File: src/rtl/search_sequencer_pkg.sv
// search_pkg: shared types and helpers for the search sequencer.
//   state_e            - sequencer state encoding
//   PIPE_DEPTH_DEFAULT - default hash-pipeline latency
//   WARM_W             - warm-up counter width (covers PIPE_DEPTH up to 64)
//   decode_target()    - 4-bit selector to target pattern (truncate to WIDTH)
package search_pkg;

  localparam int unsigned PIPE_DEPTH_DEFAULT = 4;
  localparam int unsigned WARM_W             = 7;

  typedef enum logic [2:0] {
    ST_PAUSED,
    ST_WARMING,
    ST_RUNNING,
    ST_FOUND,
    ST_DONE
  } state_e;

  function automatic logic [63:0] decode_target(input logic [3:0] sel);
    logic [63:0] t;
    case (sel)
      4'd0:    t = 64'h0;
      4'd1:    t = 64'h1;
      4'd2:    t = 64'h2;
      4'd3:    t = 64'h10;
      4'd4:    t = 64'h100;
      4'd5:    t = 64'h1000;
      4'd6:    t = 64'h1_0000;
      4'd7:    t = 64'h10_0000;
      4'd8:    t = 64'h100_0000;
      4'd9:    t = 64'h1000_0000;
      default: t = '1;
    endcase
    return t;
  endfunction

endpackage

File: src/rtl/search_sequencer_if.sv
// search_sequencer_if: candidate/result bus between sequencer and hash pipeline.
//   cand_valid/cand_value   - candidate issued this cycle (sequencer -> pipeline)
//   target_value            - latched target for the compare stage
//   res_valid/res_value     - result strobe and echoed candidate (pipeline -> sequencer)
//   res_match               - echoed candidate equals target, qualified by res_valid
interface search_sequencer_if #(
  parameter int unsigned WIDTH = 32
) ();

  logic             cand_valid;
  logic [WIDTH-1:0] cand_value;
  logic [WIDTH-1:0] target_value;
  logic             res_valid;
  logic [WIDTH-1:0] res_value;
  logic             res_match;

  modport master (
    output cand_valid,
    output cand_value,
    output target_value,
    input  res_valid,
    input  res_value,
    input  res_match
  );

  modport slave (
    input  cand_valid,
    input  cand_value,
    input  target_value,
    output res_valid,
    output res_value,
    output res_match
  );

endinterface

File: src/rtl/search_sequencer_state_fsm.sv
// search_state_fsm: state register and one-hot status decode.
//   clk_i, rst_i      - clock, asynchronous active-high reset
//   enable_i          - 1 = search, 0 = pause
//   exhausted_i       - last candidate already issued
//   done_i            - exhausted and outstanding count reaches zero this cycle
//   match_i           - accepted result matched the target this cycle
//   warm_done_i       - warm-up counter expired
//   state_o           - current state
//   enter_warm_o      - PAUSED -> WARMING transition happens at the next edge
//   status_*_o        - one-hot state flags
module search_state_fsm
  import search_pkg::*;
(
  input  logic   clk_i,
  input  logic   rst_i,
  input  logic   enable_i,
  input  logic   exhausted_i,
  input  logic   done_i,
  input  logic   match_i,
  input  logic   warm_done_i,
  output state_e state_o,
  output logic   enter_warm_o,
  output logic   status_paused_o,
  output logic   status_running_o,
  output logic   status_warming_o,
  output logic   status_found_o,
  output logic   status_done_o
);

  state_e state_q, state_d;

  always_ff @(posedge clk_i or posedge rst_i) begin
    if (rst_i) state_q <= ST_PAUSED;
    else       state_q <= state_d;
  end

  // FOUND and DONE are terminal; a match outranks the drain condition.
  always_comb begin
    state_d      = state_q;
    enter_warm_o = 1'b0;
    if (state_q != ST_FOUND && state_q != ST_DONE) begin
      if (match_i) begin
        state_d = ST_FOUND;
      end else if (done_i) begin
        state_d = ST_DONE;
      end else if (state_q == ST_PAUSED) begin
        if (enable_i && !exhausted_i) begin
          state_d      = ST_WARMING;
          enter_warm_o = 1'b1;
        end
      end else if (!enable_i) begin
        state_d = ST_PAUSED;
      end else if (state_q == ST_WARMING && warm_done_i) begin
        state_d = ST_RUNNING;
      end
    end
  end

  always_comb begin
    state_o          = state_q;
    status_paused_o  = (state_q == ST_PAUSED);
    status_running_o = (state_q == ST_RUNNING);
    status_warming_o = (state_q == ST_WARMING);
    status_found_o   = (state_q == ST_FOUND);
    status_done_o    = (state_q == ST_DONE);
  end

endmodule

File: src/rtl/search_sequencer.sv
// search_sequencer: issues candidates 0..LIMIT into a fixed-latency hash
// pipeline and stops on the first matching result or once all issued
// candidates have drained.
//   CLK, CPU_RESETN    - clock, asynchronous active-high reset (1 = in reset)
//   enable_switch      - 1 = search, 0 = pause
//   target_switch      - target selector, latched on first start after reset
//   pipe (master)      - candidate/result bus plus latched target
//   found_value        - matching candidate
//   status_*           - one-hot state flags
module search_sequencer
  import search_pkg::*;
#(
  parameter int unsigned      WIDTH      = 32,
  parameter int unsigned      PIPE_DEPTH = PIPE_DEPTH_DEFAULT,
  parameter logic [WIDTH-1:0] LIMIT      = '1
) (
  input  logic                CLK,
  input  logic                CPU_RESETN,
  input  logic                enable_switch,
  input  logic [3:0]          target_switch,
  search_sequencer_if.master  pipe,
  output logic [WIDTH-1:0]    found_value,
  output logic                status_paused,
  output logic                status_running,
  output logic                status_warming,
  output logic                status_found,
  output logic                status_done
);

  localparam int unsigned OUT_W = $clog2(PIPE_DEPTH + 2) + 1;

  logic [WIDTH-1:0]  cand_q, cand_d;
  logic              exh_q, exh_d;
  logic [OUT_W-1:0]  out_q, out_d;
  logic [WARM_W-1:0] warm_q, warm_d;
  logic [WIDTH-1:0]  tgt_q, tgt_d;
  logic              lat_q, lat_d;
  logic [WIDTH-1:0]  found_q, found_d;

  state_e state;
  logic   issue, accept, match, drained, enter_warm, warm_done;

  search_state_fsm u_fsm (
    .clk_i            (CLK),
    .rst_i            (CPU_RESETN),
    .enable_i         (enable_switch),
    .exhausted_i      (exh_q),
    .done_i           (drained),
    .match_i          (match),
    .warm_done_i      (warm_done),
    .state_o          (state),
    .enter_warm_o     (enter_warm),
    .status_paused_o  (status_paused),
    .status_running_o (status_running),
    .status_warming_o (status_warming),
    .status_found_o   (status_found),
    .status_done_o    (status_done)
  );

  always_comb begin
    issue   = (state == ST_WARMING || state == ST_RUNNING) && !exh_q;
    // Results with nothing outstanding, or after a terminal state, are dropped.
    accept  = pipe.res_valid && (out_q != '0) && state != ST_FOUND && state != ST_DONE;
    match   = accept && pipe.res_match;
    out_d   = out_q + OUT_W'(issue) - OUT_W'(accept);
    drained = exh_q && (out_d == '0);

    // cand_value saturates at LIMIT; exh marks that LIMIT itself went out.
    cand_d = cand_q;
    exh_d  = exh_q;
    if (issue) begin
      if (cand_q == LIMIT) exh_d  = 1'b1;
      else                 cand_d = cand_q + WIDTH'(1);
    end

    warm_done = (warm_q == '0);
    warm_d    = warm_q;
    if (enter_warm)                           warm_d = WARM_W'(PIPE_DEPTH - 1);
    else if (state == ST_WARMING && !warm_done) warm_d = warm_q - WARM_W'(1);

    tgt_d = tgt_q;
    lat_d = lat_q;
    if (enter_warm && !lat_q) begin
      tgt_d = WIDTH'(decode_target(target_switch));
      lat_d = 1'b1;
    end

    found_d = found_q;
    if (match) found_d = pipe.res_value;
  end

  always_ff @(posedge CLK or posedge CPU_RESETN) begin
    if (CPU_RESETN) begin
      cand_q  <= '0;
      exh_q   <= 1'b0;
      out_q   <= '0;
      warm_q  <= '0;
      tgt_q   <= '0;
      lat_q   <= 1'b0;
      found_q <= '0;
    end else begin
      cand_q  <= cand_d;
      exh_q   <= exh_d;
      out_q   <= out_d;
      warm_q  <= warm_d;
      tgt_q   <= tgt_d;
      lat_q   <= lat_d;
      found_q <= found_d;
    end
  end

  assign pipe.cand_valid   = issue;
  assign pipe.cand_value   = cand_q;
  assign pipe.target_value = tgt_q;
  assign found_value       = found_q;

endmodule

File: src/flat_wrapper.sv
// flat-port wrapper written by rule: the top's interface ports become plain ports
module search_sequencer_flat import search_pkg::*;
#(
  parameter int unsigned      WIDTH      = 32,
  parameter int unsigned      PIPE_DEPTH = PIPE_DEPTH_DEFAULT,
  parameter logic [WIDTH-1:0] LIMIT      = '1
)
  (CLK, CPU_RESETN, enable_switch, target_switch, found_value, status_paused, status_running, status_warming, status_found, status_done, pipe_cand_valid, pipe_cand_value, pipe_target_value, pipe_res_valid, pipe_res_value, pipe_res_match);
  search_sequencer_if #(.WIDTH(WIDTH)) pipe_i ();
  input  logic CLK;
  input  logic CPU_RESETN;
  input  logic enable_switch;
  input  logic [3:0] target_switch;
  output logic [WIDTH-1:0] found_value;
  output logic status_paused;
  output logic status_running;
  output logic status_warming;
  output logic status_found;
  output logic status_done;
  output wire logic [$bits(pipe_i.cand_valid)-1:0] pipe_cand_valid;
  output wire logic [$bits(pipe_i.cand_value)-1:0] pipe_cand_value;
  output wire logic [$bits(pipe_i.target_value)-1:0] pipe_target_value;
  input wire logic [$bits(pipe_i.res_valid)-1:0] pipe_res_valid;
  input wire logic [$bits(pipe_i.res_value)-1:0] pipe_res_value;
  input wire logic [$bits(pipe_i.res_match)-1:0] pipe_res_match;
  assign pipe_cand_valid = pipe_i.cand_valid;
  assign pipe_cand_value = pipe_i.cand_value;
  assign pipe_target_value = pipe_i.target_value;
  assign pipe_i.res_valid = pipe_res_valid;
  assign pipe_i.res_value = pipe_res_value;
  assign pipe_i.res_match = pipe_res_match;
  search_sequencer #(.WIDTH(WIDTH), .PIPE_DEPTH(PIPE_DEPTH), .LIMIT(LIMIT)) u_core (.CLK(CLK), .CPU_RESETN(CPU_RESETN), .enable_switch(enable_switch), .target_switch(target_switch), .pipe(pipe_i), .found_value(found_value), .status_paused(status_paused), .status_running(status_running), .status_warming(status_warming), .status_found(status_found), .status_done(status_done));
endmodule
File: config.mk
export PLATFORM = sky130hd
export DESIGN_NAME = search_sequencer_flat
export DESIGN_NICKNAME = d
export VERILOG_FILES = /design/src/rtl/search_sequencer_pkg.sv /design/src/rtl/search_sequencer_if.sv /design/src/rtl/search_sequencer_state_fsm.sv /design/src/rtl/search_sequencer.sv /design/src/flat_wrapper.sv
export SDC_FILE = /design/constraint.sdc
export NUM_CORES = 1
export LEC_CHECK = 0
export CORE_UTILIZATION = 48
export CTS_BUF_LIST = sky130_fd_sc_hd__clkbuf_8
export DETAILED_ROUTE_END_ITERATION = 10
export PLACE_DENSITY = 0.83
export SYNTH_ARGS = -nofsm -noshare
export SYNTH_HDL_FRONTEND = slang
export SYNTH_SLANG_ARGS = --single-unit
File: constraint.sdc
create_clock -name CLK -period 4 [get_ports CLK]
set_input_delay 0.6 -clock CLK [delete_from_list [all_inputs] [get_ports CLK]]
set_output_delay 0.6 -clock CLK [all_outputs]
set_load 0.02 [all_outputs]
== Word-level counts from Yosys, hierarchy flattened ==
Memory sizes are Yosys's and may differ from the RTL's. A register that Yosys moved wholly into a read port is not among the register bits.
Index checks and enable logic that the tools add are counted.

* Memories kept: 1
* Bits in registers: 80
* Input bits: 41
* Memory bits (read-only): 1024

{| class="wikitable"
|+ Memories
! memory !! depth !! width !! rd ports !! clocked after Yosys merged registers in !! wr ports !! line !! text
|-
| (name not given) || 16 || 64 || 1 || 1 || 0 || search_sequencer_pkg.sv:21 || <nowiki>case (sel)</nowiki>
|}

* Bitwise gates (word level): 1
* Muxes and demuxes: 13
* Reductions and logical operators: 23
* Equal/unequal tests: 9
* $add $sub $neg: 4

{| class="wikitable"
|+ Operator list
! kind !! number
|-
| adder 32 x 1 -> 32 bit (second input constant) || 1
|-
| == test 32 bit (second input constant) || 1
|-
| two-way mux 3 bit || 6
|-
| two-way mux 7 bit || 2
|-
| logical AND 1 bit || 11
|-
| logical NOT 7 bit || 1
|-
| subtractor 7 x 1 -> 7 bit (second input constant) || 1
|-
| == test 3 x 2 -> 1 bit (second input constant) || 2
|-
| two-way mux 1 bit || 5
|-
| inequality test 5 x 1 -> 1 bit (second input constant) || 1
|-
| adder 4 x 1 -> 4 bit || 1
|-
| logical NOT 4 bit || 1
|-
| inequality test 4 x 1 -> 1 bit (second input constant) || 1
|-
| AND reduction 2 bit || 2
|-
| nonzero test 4 bit || 1
|-
| subtractor 4 x 1 -> 4 bit || 1
|-
| == test 3 x 1 -> 1 bit (second input constant) || 1
|-
| == test 3 bit (second input constant) || 1
|-
| logical NOT 1 bit || 3
|-
| logical NOT 3 bit || 1
|-
| inequality test 3 x 2 -> 1 bit (second input constant) || 1
|-
| inequality test 3 bit (second input constant) || 1
|-
| AND reduction 3 bit || 1
|-
| nonzero test 2 bit || 1
|-
| other kinds (2) || 2
|}

== Longest topological paths before layout ==
* Depth in word-level cells: 11
* Gate-level depth with buffers: 13
* Mapped depth without buffers: 13

== Modules after synthesis ==
Synthesis repeated with hierarchy kept, for this count alone.

* Cells, all modules: 395
* Area, all modules: 4425.5 um^2

{| class="wikitable"
|+ By module, submodules not included
! module !! area each (um^2) !! times used !! cells each
|-
| search_sequencer || 4165.2 || 1 || 367
|-
| search_state_fsm || 260.2 || 1 || 28
|}

== Least setup slack after synthesis ==
OpenSTA, ideal clock, no wires.

* Path kind: register to register
* From: reg u_core.u_fsm.state_q[0] (netlist: u_core.u_fsm.state_o[0])
* To: reg u_core.u_fsm.state_q[2] (netlist: u_core.u_fsm.state_o[2])
* Data required time: 3.882 ns
* Stages on the path, launching flop included: 14
* Setup slack: 0.596 ns
* Buffers on the path: 0
* Arrival time: 3.286 ns
* Library setup time: 0.118 ns
* Path through: dfrtp_1 inv_1 nor3_1 or2_2 nor3b_1 ha_1 inv_1 ha_1 inv_1 fa_1 xnor2_1 or4_1 a21o_1 a21o_1

* Longest elaborated chain between the ends: 9

{| class="wikitable"
|+ Ends and longest elaborated chain
! element !! line !! text
|-
| from (decl) || search_sequencer_state_fsm.sv:30 || <nowiki>state_e state_q, state_d;</nowiki>
|-
| from (signal assigned) || search_sequencer_state_fsm.sv:34 || <nowiki>else state_q <= state_d;</nowiki>
|-
| == test 3 x 1 -> 1 bit / == test 3 x 2 -> 1 bit (equally long branches) || search_sequencer.sv:61 || <nowiki>issue = (state == ST_WARMING || state == ST_RUNNING) && !exh_q;</nowiki>
|-
| logical OR 1 bit || search_sequencer.sv:61 ||
|-
| logical AND 1 bit || search_sequencer.sv:61 ||
|-
| adder 4 x 1 -> 4 bit || search_sequencer.sv:65 || <nowiki>out_d = out_q + OUT_W'(issue) - OUT_W'(accept);</nowiki>
|-
| subtractor 4 x 1 -> 4 bit (*) || search_sequencer.sv:65 ||
|-
| net u_core.out_d[2] || search_sequencer.sv:34 || <nowiki>logic [OUT_W-1:0] out_q, out_d;</nowiki>
|-
| logical NOT 4 bit (*) || search_sequencer.sv:66 || <nowiki>drained = exh_q && (out_d == '0);</nowiki>
|-
| logical AND 1 bit (*) || search_sequencer.sv:66 ||
|-
| inequality test 5 x 1 -> 1 bit (no source line) (tied with other cells) || -- ||
|-
| AND reduction 3 bit (no source line) / two-way mux 3 bit (equally long branches) || -- ||
|}

Mark *: on every way through the listed nets, which the timed path passes. The rest lies on a longest branch.
A chain may end at the register's enable or synchronous reset.

== Worst setup path in the final report ==
* From: reg u_core.out_q[2]
* To: reg u_core.u_fsm.state_q[2] (netlist: u_core.u_fsm.state_o[2])

* Longest elaborated chain between the ends: 9

{| class="wikitable"
|+ Ends and longest elaborated chain
! element !! line !! text
|-
| from (decl) || search_sequencer.sv:34 ||
|-
| from (signal assigned) || search_sequencer.sv:104 || <nowiki>out_q <= out_d;</nowiki>
|-
| branches (longest 4 deep; another with adder 4 x 1 -> 4 bit) || -- ||
|-
| subtractor 4 x 1 -> 4 bit (*) || search_sequencer.sv:65 ||
|-
| net u_core.out_d[2] || search_sequencer.sv:34 ||
|-
| logical NOT 4 bit (*) || search_sequencer.sv:66 ||
|-
| logical AND 1 bit (*) || search_sequencer.sv:66 ||
|-
| inequality test 5 x 1 -> 1 bit (no source line) (tied with other cells) || -- ||
|-
| AND reduction 3 bit (no source line) / two-way mux 3 bit (equally long branches) || -- ||
|}

Mark *: on every way through the listed nets, which the timed path passes.

==> reports/metrics.yaml <==
required_ns: 4.25
nFillCells: 669
hold_viol: 0
synth_compound_area_share_pct: 4.25
clkSinkCount: 90
hold_ws_ns: 0.475
numCtsBuffers: 9
synthDistinctLibCells: 48
timing.hold.worst_path_depth: 2
place.gp.congestion: 0.829
overflow: 0
finalNonFillerCells: 624
crit_slowest_cell: "or4_1"
powerDensity_mw_per_mm2: 741
row_count: 34
syn_area_sq_mm: 0.00432
initial_core_util_pct: 49.6
r2r_cells: 13
crit_path_max_fanout: 5
r2r-end: "u_core.u_fsm.state_o[2]"
routed_wl_um: 8990
cp-end-kind: "flip-flop"
placed_cell_area_sq_mm: 0.00567
dp_slack_ns: 0.541
syn_to_final_growth_pct: 36.4
grt_first_pass_wirelength_um: 15300
period_share_pct: 86.8
leakage_nw: 2.54
synthCells: 388
chipHeight_um: 96.9
seqCellArea_sq_mm: 0.00225
dieArea_sq_mm: 0.00939
insertion_delay_ns: 0.35
yosysMostFrequentCell: "dfrtp_1"
cap_violations: 0
synthXorXnorAreaFrac_pct: 8.10
synth_edf_count: 0
stdcell_area_sq_mm: 0.00590
synthAdderAreaFrac_pct: 2.78
yosysTopAreaCell: "dfrtp_1"
multi_input_area_sq_mm: 0.00175
ios: 143
critical-path-max-stage-delay_ns: 0.56
fin_total_pwr_mw: 4.37
setup_tns_ns: 0
first_pass_iters: 4
dp_cells: 608
rsz0062_at_grt: "no"
synthMuxAreaShare_pct: 9.06
ys_async_sr_fraction_pct: 100
final_max_slew_viol_count: 0
ys_top_cells_by_area: "dfrtp_1 52%, mux2_2 8.3%, xnor2_1 5.1%"
status: "completed"
grt_antenna_before_repair: 0
syn-num-nets: 438
critical_path_class: "reg -> reg"
synth_top_area_share_pct: 52.1
ctsHoldBuffers: 0
drtIter0Drc: 80
r2r_setup_slack_ns: 0.53
final_core_util_pct: 67.6
drive_gt1_share_pct: 12.4
reg2reg_from: "u_core.out_q[2]"
wl_per_cell_um: 14.4
tritoncts: "built"
clk_pin_slew_ns: 0.09
min_from: "u_core.pipe.target_value[28]"
port-buffer-count: 142
yosys_warnings: 0
core_sq_mm: 0.00872
crit_start: "u_core.out_q[2]"
fin_nets: 561
synth_top_family_by_area: "simple AND/OR/NAND/NOR gates"
worstPathArrival_ns: 3.72
n_antenna_cell: 0
setup_slack_ns: 0.529
setup_viol: 0
first_global_vias: 3125
grt.total_usage_pct: 20.1
fmax_mhz: 288
synth_top_flop_cell: "dfrtp_1"
ys_seq_area_share_pct: 52.1
grt_max_degree: 41
synth-simple-area-share_pct: 16.4
cts_root_buffer: "clkbuf_8"
worst_pin_slew_ns: 0.652
num_vias: 3266
slew_headroom_pct: 56.4
hpwl_um: 6830
hp-class: "reg -> reg"
routed_via_density: 5.23
cts_buffer_depth: 2
postRouteAntennaNets: 0
crit_chain: "inv_1 > ha_1 > nor3b_1 > nor3b_1 > ha_1 > inv_1 > ha_1 > inv_1 > fa_1 > xnor2_1 > or4_1 > a21o_1 > a21o_1"
irDropWorstVdd_mv: 0.461
cts_setup_buffers: 0
ys_ff_latch: 90
period_minus_slack_ns: 3.47
die_w_um: 96.9
skew_ns: 0.0108
synth_common_cells: "90 x dfrtp_1, 32 x mux2_2, 30 x nand2_1, 26 x nand3_1"
min_to: "u_core.pipe.target_value[28]"
h-tree-depth: 3
drc: 0
cp-start-kind: "flip-flop"
cts_resized: 0
syn_avg_cell_area_sq_um: 11.1
[per-layer routing]
| layer | wire, um | track usage, % | vias up |
|---|---|---|---|
| met5 | 0 | 0 | - |
| met4 | 136 | 7.58 | 0 |
| met3 | 528 | 4.34 | 11 |
| met2 | 4240 | 32.3 | 129 |
| met1 | 4090 | 26.8 | 1583 |
| li1 | - | - | 1543 |
[area by class of cell]
class / instances / share of cell area [%]
tap: 108 / 2.29
clock inverter: 7 / 1.72
inverter: 20 / 1.38
timing repair buffer: 146 / 24.6
clock buffer: 9 / 2.10
sequential: 90 / 38.2
multi-input combinational: 244 / 29.7
[flip-flops by register name (all words and copies together), names as in the netlist]
name,count
u_core.lat_q,1
u_core.out_q,4
u_core.pipe.target_value,9
u_core.found_value,32
pipe_target_value,1
u_core.u_fsm.state_o,3
u_core.pipe.cand_value,32
u_core.exh_q,1
u_core.warm_q,7
[worst max path at each step]
| stage | end |
|---|---|
| after floorplan | u_core.u_fsm.state_o[2] |
| after global placement | u_core.u_fsm.state_o[2] |
| after detailed placement | u_core.u_fsm.state_o[2] |
| after CTS | u_core.u_fsm.state_o[2] |
| after global routing | u_core.u_fsm.state_o[2] |
| final | u_core.u_fsm.state_o[2] |
[layout by cell type (no fill, tap or decap), types with 3 or more instances in the layout]
| cell | Yosys | final |
|---|---|---|
| a21oi_1 | 4 | 4 |
| o21ai_0 | 5 | 5 |
| a31oi_1 | 3 | 3 |
| nand4_1 | 7 | 7 |
| and3_1 | 4 | 4 |
| clkdlybuf4s50_1 | 0 | 142 |
| and2_1 | 3 | 3 |
| nand2_1 | 30 | 30 |
| ha_1 | 8 | 8 |
| a21o_1 | 3 | 3 |
| o211ai_1 | 3 | 3 |
| nor3_1 | 7 | 7 |
| xor2_1 | 15 | 15 |
| or3_1 | 4 | 4 |
| nand3_1 | 26 | 26 |
| buf_4 | 25 | 4 |
| o31ai_1 | 4 | 4 |
| nor2_1 | 25 | 25 |
| mux2_2 | 32 | 32 |
| inv_1 | 19 | 18 |
| dfrtp_1 | 90 | 90 |
| xnor2_1 | 25 | 25 |
| clkbuf_8 | 0 | 9 |
| nor4_1 | 6 | 6 |
[power breakdown]
part	internal, mW	switching, mW
clock	0.358	0.330
combinational	1.10	1.13
sequential	1.22	0.229
total	2.68	1.69
[worst max-delay path, delay by kind of cell (launching register included)]
kind            cells  cell delay [ns]
xor+xnor            1             0.15
fa+ha+maj           4             0.98
buf+inv             3             0.20
compound gates      2             0.43
simple gates        3             1.24
flops               1             0.37
[kinds of logic after synthesis]
logic type	count (synthesis)
compound gates	28
flops	90
fa+ha+maj	9
buf+inv	54
xor+xnor	40
simple gates	132
mux	35
Note: power is estimated with default switching activity, not from simulation.
